<file path="src/rtl/note_detect_if.sv">
// Tone-detector signal bundle: raw tone input in, note result and period out.
// Latency: none (wires only).
// Backpressure: none; results are level/pulse outputs the consumer samples.
//
// Ports (via modports):
//   master : drives tonein, observes noteout/note_valid/note_strobe/period
//   slave  : the detector itself
interface note_detect_if #(
    parameter int CNT_W = 20
);
    logic             tonein;
    logic [6:0]       noteout;
    logic             note_valid;
    logic             note_strobe;
    logic [CNT_W-1:0] period;

    modport master (
        output tonein,
        input  noteout,
        input  note_valid,
        input  note_strobe,
        input  period
    );

    modport slave (
        input  tonein,
        output noteout,
        output note_valid,
        output note_strobe,
        output period
    );
endinterface

</file>
<file path="src/rtl/note_detect.sv">
// Pitch detector: measures the period of a square tone and reports which of the 29 table notes it is.
// Latency: outputs update 30 clk after the synchronised rising edge that completes a period.
// Backpressure: none; note_strobe is a single-cycle pulse whenever noteout/note_valid change.
//
// Ports:
//   clk      in   system clock
//   reset_n  in   asynchronous active-low reset
//   det      slave modport of note_detect_if: tonein in; noteout, note_valid,
//            note_strobe, period out
//
// TABLE_SHIFT right-shifts every divider constant before P_k = 2*(DIV_k+1) is
// formed; 0 gives the audio note table for a 50 MHz clock, larger values suit
// proportionally slower clocks or scaled tone rates.
module note_detect #(
    parameter int CNT_W       = 20,
    parameter int MAX_PERIOD  = 400000,
    parameter int TOL_SHIFT   = 6,
    parameter int STABLE      = 3,
    parameter int TABLE_SHIFT = 0
) (
    input  logic          clk,
    input  logic          reset_n,
    note_detect_if.slave  det
);

    localparam int               MC_W     = $clog2(STABLE + 1);
    localparam logic [CNT_W-1:0] MAX_C    = CNT_W'(MAX_PERIOD);
    localparam logic [MC_W-1:0]  STABLE_C = MC_W'(STABLE);
    localparam logic [6:0]       NONE     = 7'd127;
    localparam logic [4:0]       K_LAST   = 5'd28;
    localparam logic [4:0]       K_DONE   = 5'd29;

    typedef enum logic [1:0] {
        SEEK     = 2'd0,
        MEASURE  = 2'd1,
        CLASSIFY = 2'd2
    } state_t;

    // Full period in clk cycles for note k (indices above 28 alias note 28).
    function automatic logic [CNT_W-1:0] note_period(input logic [4:0] k);
        logic [17:0] div;
        case (k)
            5'd0:    div = 18'd191114;
            5'd1:    div = 18'd180385;
            5'd2:    div = 18'd170262;
            5'd3:    div = 18'd160705;
            5'd4:    div = 18'd151686;
            5'd5:    div = 18'd143173;
            5'd6:    div = 18'd135136;
            5'd7:    div = 18'd127552;
            5'd8:    div = 18'd120389;
            5'd9:    div = 18'd113636;
            5'd10:   div = 18'd107259;
            5'd11:   div = 18'd101239;
            5'd12:   div = 18'd95558;
            5'd13:   div = 18'd90194;
            5'd14:   div = 18'd85132;
            5'd15:   div = 18'd80354;
            5'd16:   div = 18'd75845;
            5'd17:   div = 18'd71558;
            5'd18:   div = 18'd67567;
            5'd19:   div = 18'd63775;
            5'd20:   div = 18'd60197;
            5'd21:   div = 18'd56817;
            5'd22:   div = 18'd53629;
            5'd23:   div = 18'd50619;
            5'd24:   div = 18'd47777;
            5'd25:   div = 18'd45097;
            5'd26:   div = 18'd42566;
            5'd27:   div = 18'd40176;
            default: div = 18'd37921;
        endcase
        return CNT_W'((({14'd0, div} >> TABLE_SHIFT) + 32'd1) << 1);
    endfunction

    // ---------------------------------------------------------------
    // Input synchroniser and edge detect
    // ---------------------------------------------------------------
    logic sync1_q, sync2_q, dly_q;
    logic rise;

    always_ff @(posedge clk or negedge reset_n) begin
        if (!reset_n) begin
            sync1_q <= 1'b0;
            sync2_q <= 1'b0;
            dly_q   <= 1'b0;
        end else begin
            sync1_q <= det.tonein;
            sync2_q <= sync1_q;
            dly_q   <= sync2_q;
        end
    end

    assign rise = sync2_q & ~dly_q;

    // ---------------------------------------------------------------
    // Period counter: cleared by every rise, otherwise counts up and
    // parks at MAX_PERIOD so a dead input never wraps into a fake period.
    // ---------------------------------------------------------------
    logic [CNT_W-1:0] cnt_q, cnt_d;

    always_comb begin
        cnt_d = cnt_q;
        if (rise)
            cnt_d = '0;
        else if (cnt_q < MAX_C)
            cnt_d = cnt_q + CNT_W'(1);
    end

    always_ff @(posedge clk or negedge reset_n) begin
        if (!reset_n)
            cnt_q <= '0;
        else
            cnt_q <= cnt_d;
    end

    // ---------------------------------------------------------------
    // FSM state and registered outputs
    // ---------------------------------------------------------------
    state_t           state_q;
    logic [4:0]       k_q;
    logic [6:0]       result_q;
    logic [6:0]       cand_q;
    logic [MC_W-1:0]  mcnt_q;
    logic [6:0]       noteout_q;
    logic             valid_q;
    logic             strobe_q;
    logic [CNT_W-1:0] period_q;

    // Tolerance test of the measured period against table entry k_q.
    logic [CNT_W-1:0] pk;
    logic [CNT_W:0]   diff;
    logic             hit;

    always_comb begin
        pk   = note_period(k_q);
        diff = ({1'b0, period_q} >= {1'b0, pk}) ? ({1'b0, period_q} - {1'b0, pk})
                                                : ({1'b0, pk} - {1'b0, period_q});
        hit  = (diff <= {1'b0, (pk >> TOL_SHIFT)});
    end

    // Commit of a classification result into the stability filter. An
    // aborted classification commits "no note" so a noisy input cannot lock.
    logic            abort;
    logic            timeout;
    logic [6:0]      commit_res;
    logic [6:0]      cand_d;
    logic [MC_W-1:0] mcnt_d;
    logic [6:0]      note_d;
    logic            valid_d;
    logic            chg;

    always_comb begin
        abort      = (state_q == CLASSIFY) && rise;
        timeout    = (state_q != SEEK) && (cnt_q == MAX_C);
        commit_res = abort ? NONE : result_q;
        cand_d     = cand_q;
        mcnt_d     = mcnt_q;
        if (commit_res == cand_q) begin
            if (mcnt_q < STABLE_C)
                mcnt_d = mcnt_q + MC_W'(1);
        end else begin
            cand_d = commit_res;
            mcnt_d = MC_W'(1);
        end
        note_d  = noteout_q;
        valid_d = valid_q;
        if (mcnt_d == STABLE_C) begin
            note_d  = cand_d;
            valid_d = (cand_d != NONE);
        end
        chg = (note_d != noteout_q) || (valid_d != valid_q);
    end

    always_ff @(posedge clk or negedge reset_n) begin
        if (!reset_n) begin
            state_q   <= SEEK;
            k_q       <= '0;
            result_q  <= NONE;
            cand_q    <= NONE;
            mcnt_q    <= '0;
            noteout_q <= NONE;
            valid_q   <= 1'b0;
            strobe_q  <= 1'b0;
            period_q  <= '0;
        end else begin
            strobe_q <= 1'b0;
            if (timeout) begin
                // Signal lost: drop the note but keep the last period.
                state_q   <= SEEK;
                noteout_q <= NONE;
                valid_q   <= 1'b0;
                cand_q    <= NONE;
                mcnt_q    <= '0;
                strobe_q  <= (noteout_q != NONE) || valid_q;
            end else begin
                case (state_q)
                    SEEK: begin
                        // First edge only gives a timing reference.
                        if (rise)
                            state_q <= MEASURE;
                    end
                    MEASURE: begin
                        if (rise) begin
                            period_q <= cnt_q + CNT_W'(1);
                            k_q      <= '0;
                            result_q <= NONE;
                            state_q  <= CLASSIFY;
                        end
                    end
                    CLASSIFY: begin
                        if (rise || (k_q == K_DONE)) begin
                            cand_q    <= cand_d;
                            mcnt_q    <= mcnt_d;
                            noteout_q <= note_d;
                            valid_q   <= valid_d;
                            strobe_q  <= chg;
                            state_q   <= MEASURE;
                        end else begin
                            // Scan upward; the first hit is the lowest index.
                            if (hit && (result_q == NONE) && (k_q <= K_LAST))
                                result_q <= {2'b00, k_q};
                            k_q <= k_q + 5'd1;
                        end
                    end
                    default: state_q <= SEEK;
                endcase
            end
        end
    end

    assign det.noteout     = noteout_q;
    assign det.note_valid  = valid_q;
    assign det.note_strobe = strobe_q;
    assign det.period      = period_q;

endmodule

</file>
<file path="src/flat_wrapper.sv">
// flat-port wrapper written by rule: the top's interface ports become plain ports
module note_detect_flat 
#(
    parameter int CNT_W       = 20,
    parameter int MAX_PERIOD  = 400000,
    parameter int TOL_SHIFT   = 6,
    parameter int STABLE      = 3,
    parameter int TABLE_SHIFT = 0
)
  (clk, reset_n, det_tonein, det_noteout, det_note_valid, det_note_strobe, det_period);
  note_detect_if #(.CNT_W(CNT_W)) det_i ();
  input  logic clk;
  input  logic reset_n;
  input wire logic [$bits(det_i.tonein)-1:0] det_tonein;
  output wire logic [$bits(det_i.noteout)-1:0] det_noteout;
  output wire logic [$bits(det_i.note_valid)-1:0] det_note_valid;
  output wire logic [$bits(det_i.note_strobe)-1:0] det_note_strobe;
  output wire logic [$bits(det_i.period)-1:0] det_period;
  assign det_i.tonein = det_tonein;
  assign det_noteout = det_i.noteout;
  assign det_note_valid = det_i.note_valid;
  assign det_note_strobe = det_i.note_strobe;
  assign det_period = det_i.period;
  note_detect #(.CNT_W(CNT_W), .MAX_PERIOD(MAX_PERIOD), .TOL_SHIFT(TOL_SHIFT), .STABLE(STABLE), .TABLE_SHIFT(TABLE_SHIFT)) u_core (.clk(clk), .reset_n(reset_n), .det(det_i));
endmodule
</file>
<file path="config.mk">
export PLATFORM = sky130hd
export DESIGN_NAME = note_detect_flat
export DESIGN_NICKNAME = d
export VERILOG_FILES = /design/src/rtl/note_detect_if.sv /design/src/rtl/note_detect.sv /design/src/flat_wrapper.sv
export SDC_FILE = /design/constraint.sdc
export NUM_CORES = 1
export LEC_CHECK = 0
export ABC_AREA = 1
export CAP_MARGIN = 20
export CORE_UTILIZATION = 35
export DETAILED_ROUTE_END_ITERATION = 10
export GPL_TIMING_DRIVEN = 0
export PLACE_DENSITY = 0.59
export RECOVER_POWER = 25
export SYNTH_ARGS = -nofsm -noshare
export SYNTH_HDL_FRONTEND = slang
export SYNTH_SLANG_ARGS = --single-unit
</file>
<file path="constraint.sdc">
create_clock -name clk -period 6.2 [get_ports clk]
set_clock_uncertainty 0.2 [all_clocks]
set_input_delay 1.55 -clock clk [delete_from_list [all_inputs] [get_ports clk]]
set_output_delay 1.55 -clock clk [all_outputs]
set_load 0.005 [all_outputs]
</file>
-- Word level (Yosys, flattened, before mapping)
Memory sizes are Yosys's and may differ from the RTL's.
Index checks and enable logic that the tools add are counted.
- output and inout port bits: 29
- bits in read-only memories: 576
- logic and storage cells: 99
- memories kept: 1
- bits in registers: 75
- bits of input ports: 3
- memories (name ; words ; bits a word ; rd ports ; clocked after memory_dff ; write ports ; line ; text):
    (name not given) ; 32 ; 18 ; 1 ; 0 ; 0 ; note_detect.sv:42 ; case (k)
- reductions and logical operators: 18
- mux-type cells: 36
- bitwise operators: 3
- $add $sub $neg: 6
- eq/ne operators: 17
- magnitude comparators: 5
- operator list (operator ; number):
    $mux W7 ; 12
    $sub A20 B20 Y21 ; 2
    $mux W20 ; 2
    $le A21 B14 Y1 ; 1
    $mux W21 ; 1
    $add A20 B1 Y20 const B ; 1
    $eq A20 B19 Y1 const B ; 1
    $ge A20 B20 Y1 ; 1
    $lt A20 B19 Y1 const B ; 1
    $add A18 B1 Y19 const B ; 1
    $mux W2 ; 9
    $ne A7 B7 Y1 const B ; 2
    $pmux W7 S2 ; 1
    $mux W5 ; 2
    $pmux W5 S2 ; 1
    $reduce_bool A2 Y1 ; 5
    $eq A7 B7 Y1 ; 1
    $eq A7 B7 Y1 const B ; 1
    $mux W1 ; 7
    $ne A7 B7 Y1 ; 1
    $ne A3 B1 Y1 const B ; 2
    $pmux W2 S3 ; 1
    $reduce_and A3 Y1 ; 2
    $add A5 B1 Y5 const B ; 1
    18 further kinds ; 26

-- Depth between registers and ports, before layout
- depth after elaboration: 13
- mapped depth: 44

-- Worst setup path after synthesis
OpenSTA, ideal clock, no wires.
- kind: reg-to-reg
- from: reg u_core.k_q[1]
- to: reg u_core.result_q[0]
- period minus slack after synthesis: 5802 ps
- stages on the path, launching flop included: 42
- data required time: 5939 ps
- arrival: 5541 ps
- path slack: 398 ps
- library setup time: 61 ps
- buffers on the path: 1
- path through: dfrtp_1 -> inv_1 -> ha_1 -> nand2_1 -> inv_1 -> nor2_1 -> nand2_1 -> nand3_1 -> nand2_1 -> nand2_2 -> nor2_4 -> nand2_2 -> nor3_1 -> xnor2_1 -> inv_1 -> ha_1 -> nand2_1 -> nor2_1 -> [... 6 more ...] -> buf_2 -> or2_2 -> o21ai_0 -> xnor2_1 -> inv_1 -> ha_1 -> nand2_1 -> o21bai_1 -> a21oi_1 -> a2111oi_0 -> nand2_1 -> nand2_1 -> nand2_1 -> nand2_1 -> nand2_2 -> nand2_2 -> nand2_1 -> nand2_1
- word-level cells in the longest chain between the ends: 9
- elaborated cells on any way between the ends: 15
- those cells by class: 3 x add/sub; 3 x order compare; 3 x eq/ne; 1 x mux; 4 x reduce/logical; 1 x memory
- RTL lines (what ; line ; text):
    start, declared ; note_detect.sv:121 ; logic [4:0] k_q;
    start signal, assigned ; note_detect.sv:223 ; k_q <= k_q + 5'd1;
    $mem_v2 Z32 W18 ; - ;
    $add A18 B1 Y19 ; note_detect.sv:73 ; return CNT_W'((({14'd0, div} >> TABLE_SHIFT) + 32'd1) << 1);
    $sub A20 B20 Y21 (tied with other cells) ; note_detect.sv:138 ; : ({1'b0, pk} - {1'b0, period_q});
    $mux W21 ; note_detect.sv:137 ; diff = ({1'b0, period_q} >= {1'b0, pk}) ? ({1'b0, period_q} - {1'b0, pk})
    $le A21 B14 Y1 ; note_detect.sv:139 ; hit = (diff <= {1'b0, (pk >> TOL_SHIFT)});
    $logic_and A1 B1 Y1 (2 in a row) ; note_detect.sv:221 ; if (hit && (result_q == NONE) && (k_q <= K_LAST))
    $ne A2 B2 Y1 (no line) ; - ;
    $reduce_and A5 Y1 (no line) (*) ; - ;
    end signal, assigned ; note_detect.sv:222 ; result_q <= {2'b00, k_q};
    end, declared ; note_detect.sv:122 ; logic [6:0] result_q;
Every way passes the cells marked *; elsewhere a longest branch is shown, timed or not.
A chain may end at the register's enable or synchronous reset.

-- Worst setup path in the final report
- from: reg u_core.k_q[0]
- to: reg u_core.result_q[4]
Same word-level chain as after synthesis.

==> results.toml <==
[critical_path]
crit_required_ps = 6280
crit_top_cell = "nand2_2"
setup.worst_path.start = "u_core.k_q[0]"
ff2ff_path_depth = 41
reg2reg_from = "u_core.k_q[0]"
path_buf_inv = 9
cp_slowest_stage_delay_ps = 410
crit_path_top_delay_cell = "dfrtp_2"
worstPathArrival_ps = 6070
crit_fanout = 7
cp-start-kind = "register"
r2r_setup_slack_ps = 210
r2r_end = "u_core.result_q[4]"
crit_family = "simple AND/OR/NAND/NOR gates"
path_class = "reg -> reg"
endpoint_kind = "register"

[timing]
max_freq_mhz = 167
finalSetupViolations = 0
slew_headroom_pct = -85.3
rsz0062_at_grt = "true"
fin_crit_sh_pct = 96.6
setup_ws_ps = 209
tightest_slew_ps = 2780
hold_viol = 0
fin_crit_ps = 5990
final_max_slew_viol_count = 53

[detailed_routing]
vias = 7119
ant_nets = 0
wl_per_cell_um = 15.3
wl_um = 21300
drt_iter0_markers = 471
drt_pass1_iterations = 4
post-route-drc-count = 0
viasPerCell = 5.12

[cts]
clkLatencyLatePin_ps = 330
h-tree-depth = 3
cts_buffers = 9
cts.sinks = 74
clock_path_buffers = 2
root_buffer = "clkbuf_16"
cts_tree = "built"
clk_pin_slew_worst_paths_ps = 60
cts_hold_buffers = 0

[floorplan]
die_w_um = 145
die-area_sq_um = 20900
num_rows = 51
chipHeight_um = 145
fp.coreArea_sq_um = 19700
ios = 32
start_util_pct = 36.1

[global_route]
grt_antenna_before_repair = 0
overflow = 0
grt_usage_pct = 20.8
grt_pass1_vias = 6585
grt_pass1_wl_um = 33700
grt_max_degree = 53

[placed_design]
post_dp_cell_area_sq_um = 7790
gp_congestion = 0.937
hpwlAfterDp_um = 16300
port_buffers = 31
dp_slack_ps = -859

[finish]
seq_area_sq_um = 1880
fill_cells = 1992
area_growth_pct = 25.8
finalInstanceArea_sq_um = 8960
diodes = 0
multi_input_area_sq_um = 4930
drive_gt1_share_pct = 18.3
final_core_util_pct = 45.4
nets = 1189

[status]
outcome = "complete, but fails checks"
violations = "max-capacitance violations, max-slew violations"

[power]
p_clk_share_pct = 15.6
leakagePower_nw = 4.24
power_frac_seq_pct = 19.0
vdd_drop_max_v = 0.000219
p_per_area_nw_per_um2 = 438
switching_share_pct = 47.2
internal-power_mw = 2.07
combPwrFrac_pct = 65.4
p_sw_mw = 1.85

[synth]
synth-edff-count = 0
synthArstFlopShare_pct = 100
synth.distinct_cells = 58
syn-instance-count = 1042
yosysWarningCount = 0
synth_flop_cell = "dfrtp_1"
syn_area_sq_um = 7120
ys_seq_area_share_pct = 26.3
synth-seq-cells = 74
postSynthAreaPerCell_sq_um = 6.84

[hold_path]
hold_start = "u_core.sync1_q"
hp-class = "reg -> reg"
min_path_cells = 0
hold-path-endpoint = "u_core.sync2_q"

[job]
drv_cap = 1
## Yosys cell counts (4+ instances only)
library cell / instances / area, sq um
buf_2: 6 / 30.0
clkbuf_1: 8 / 30.0
o22ai_1: 22 / 138
o211ai_1: 6 / 45.0
nor4_1: 7 / 43.8
nand3_2: 5 / 50.1
dfrtp_1: 54 / 1350
nor2_1: 77 / 289
nand4_1: 17 / 106
nand2_1: 233 / 875
a211oi_1: 6 / 45.0
xnor2_1: 9 / 78.8
nand2_2: 13 / 81.3
o21ai_1: 6 / 30.0
o21ai_0: 84 / 420
dfstp_2: 20 / 526
inv_1: 177 / 664
xor2_1: 31 / 272
o221ai_1: 5 / 43.8
nand3_1: 61 / 305
nor3_1: 14 / 70.1
nand2_4: 4 / 45.0
a21oi_1: 53 / 265
ha_1: 63 / 788
a22oi_1: 6 / 45.0
## worst max path at each step
| stage | slack [ps] | endpoint | cells after the start |
|---|---|---|---|
| detailed placement | -860 | u_core.result_q[3] | 41 |
| global placement | -850 | u_core.result_q[3] | 41 |
| CTS | 20 | u_core.result_q[3] | 42 |
| global route | -180 | u_core.result_q[3] | 39 |
| floorplan | 400 | u_core.result_q[0] | 41 |
| finish | 210 | u_core.result_q[4] | 41 |
## cell families (layout without fill, tap and decap cells)
group	count (synthesis)	in the layout	share of synthesized area (%)
adders and majority gates	65	65	11.6
buffers and inverters	204	287	11.7
other	2	3	0.105
and+or+nand+nor	441	441	27.5
AOI/OAI and AO/OA	213	213	17.4
DFF	74	74	26.3
xor gates and xnor gates	40	40	4.92
muxes	3	3	0.422
## cells in the final DEF (no fill, tap or decap), types with 5 or more instances in the layout
cell type        synthesis  final
nor3_1                  14     11
xnor2_1                  9      5
inv_1                  177    166
ha_4                     0     12
buf_6                    3      5
ha_1                    63     46
a21oi_2                  1      9
clkdlybuf4s50_1          0     29
dfrtp_1                 54     52
clkbuf_16                0     10
a211oi_1                 6      6
o21ai_2                  3      8
nor2_1                  77     71
dfstp_2                 20     20
nand2_2                 13     28
ha_2                     0      5
nor2_4                   2      5
clkbuf_1                 8     11
a21oi_1                 53     45
buf_4                    3     35
nand4_1                 17     17
o21ai_0                 84     76
inv_2                    1      9
nor4_1                   7      6
o211ai_1                 6      6
nand2_1                233    215
a22oi_1                  6      6
o21ai_1                  6      8
xor2_1                  31     29
nand3_1                 61     58
nand2_4                  4      6
o22ai_1                 22     22
## metal layers
| metal | up-vias | wire length [um] | part of all wire, % | global-route usage, % |
|---|---|---|---|---|
| met5 | - | 0 | 0 | 0 |
| met4 | 0 | 501 | 2.3 | 6.09 |
| met3 | 36 | 783 | 3.7 | 2.30 |
| met1 | 3330 | 10500 | 49 | 29.6 |
| li1 | 3585 | - | - | - |
| met2 | 168 | 9560 | 45 | 33.0 |
## cell type report
| type | count | share of cell area (%) |
|---|---|---|
| well taps | 265 | 3.70 |
| inverters | 182 | 7.75 |
| clock buffers | 12 | 2.86 |
| flip-flops and latches | 74 | 21.0 |
| repair buffers | 68 | 6.77 |
| plain buffers | 21 | 1.79 |
| multi-input cells | 765 | 55.1 |
| clock inverters | 4 | 1.09 |
## power groups by stage
stage               sequential, mW  combinational, mW  clock (mW)
floorplan                    0.718               1.51           0
global placement             0.756               2.03           0
detailed placement           0.755               2.04           0
CTS                          0.742               2.18       0.628
global route                 0.761               2.86       0.647
finish                       0.745               2.57       0.614
## flip-flops by register name, indices dropped and copies added (netlist names)
| name | count |
|---|---|
| u_core.cnt_q | 20 |
| u_core.det.period | 20 |
| u_core.cand_q | 7 |
| u_core.det.noteout | 7 |
| u_core.result_q | 6 |
| u_core.k_q | 5 |
| u_core.mcnt_q | 2 |
| u_core.state_q | 2 |
| u_core.det.note_strobe | 1 |
| u_core.det.note_valid | 1 |
| u_core.dly_q | 1 |
| u_core.sync1_q | 1 |
| u_core.sync2_q | 1 |
## repair_timing
action | 4_1_cts | 5_1_grt
setup endpoints to repair | 6 | 6
endpoints found under the hold margin | 0 | 0
resized for setup | 36 | 94
pin swaps | 6 | 50
buffers inserted | 11 | 24
gates cloned | 0 | 1
## per-stage QoR
stage               power [mW]  TNS, ps  instances  hold WS (ps)
finish                    3.93        0       1391           154
global route              4.26     -945       1391           165
CTS                       3.55        0       1367           153
detailed placement        2.79    -4990       1340           140
global placement          2.79    -4980       1339           136
floorplan                 2.23        0       1043           131
(Power assumes the default switching activity.)
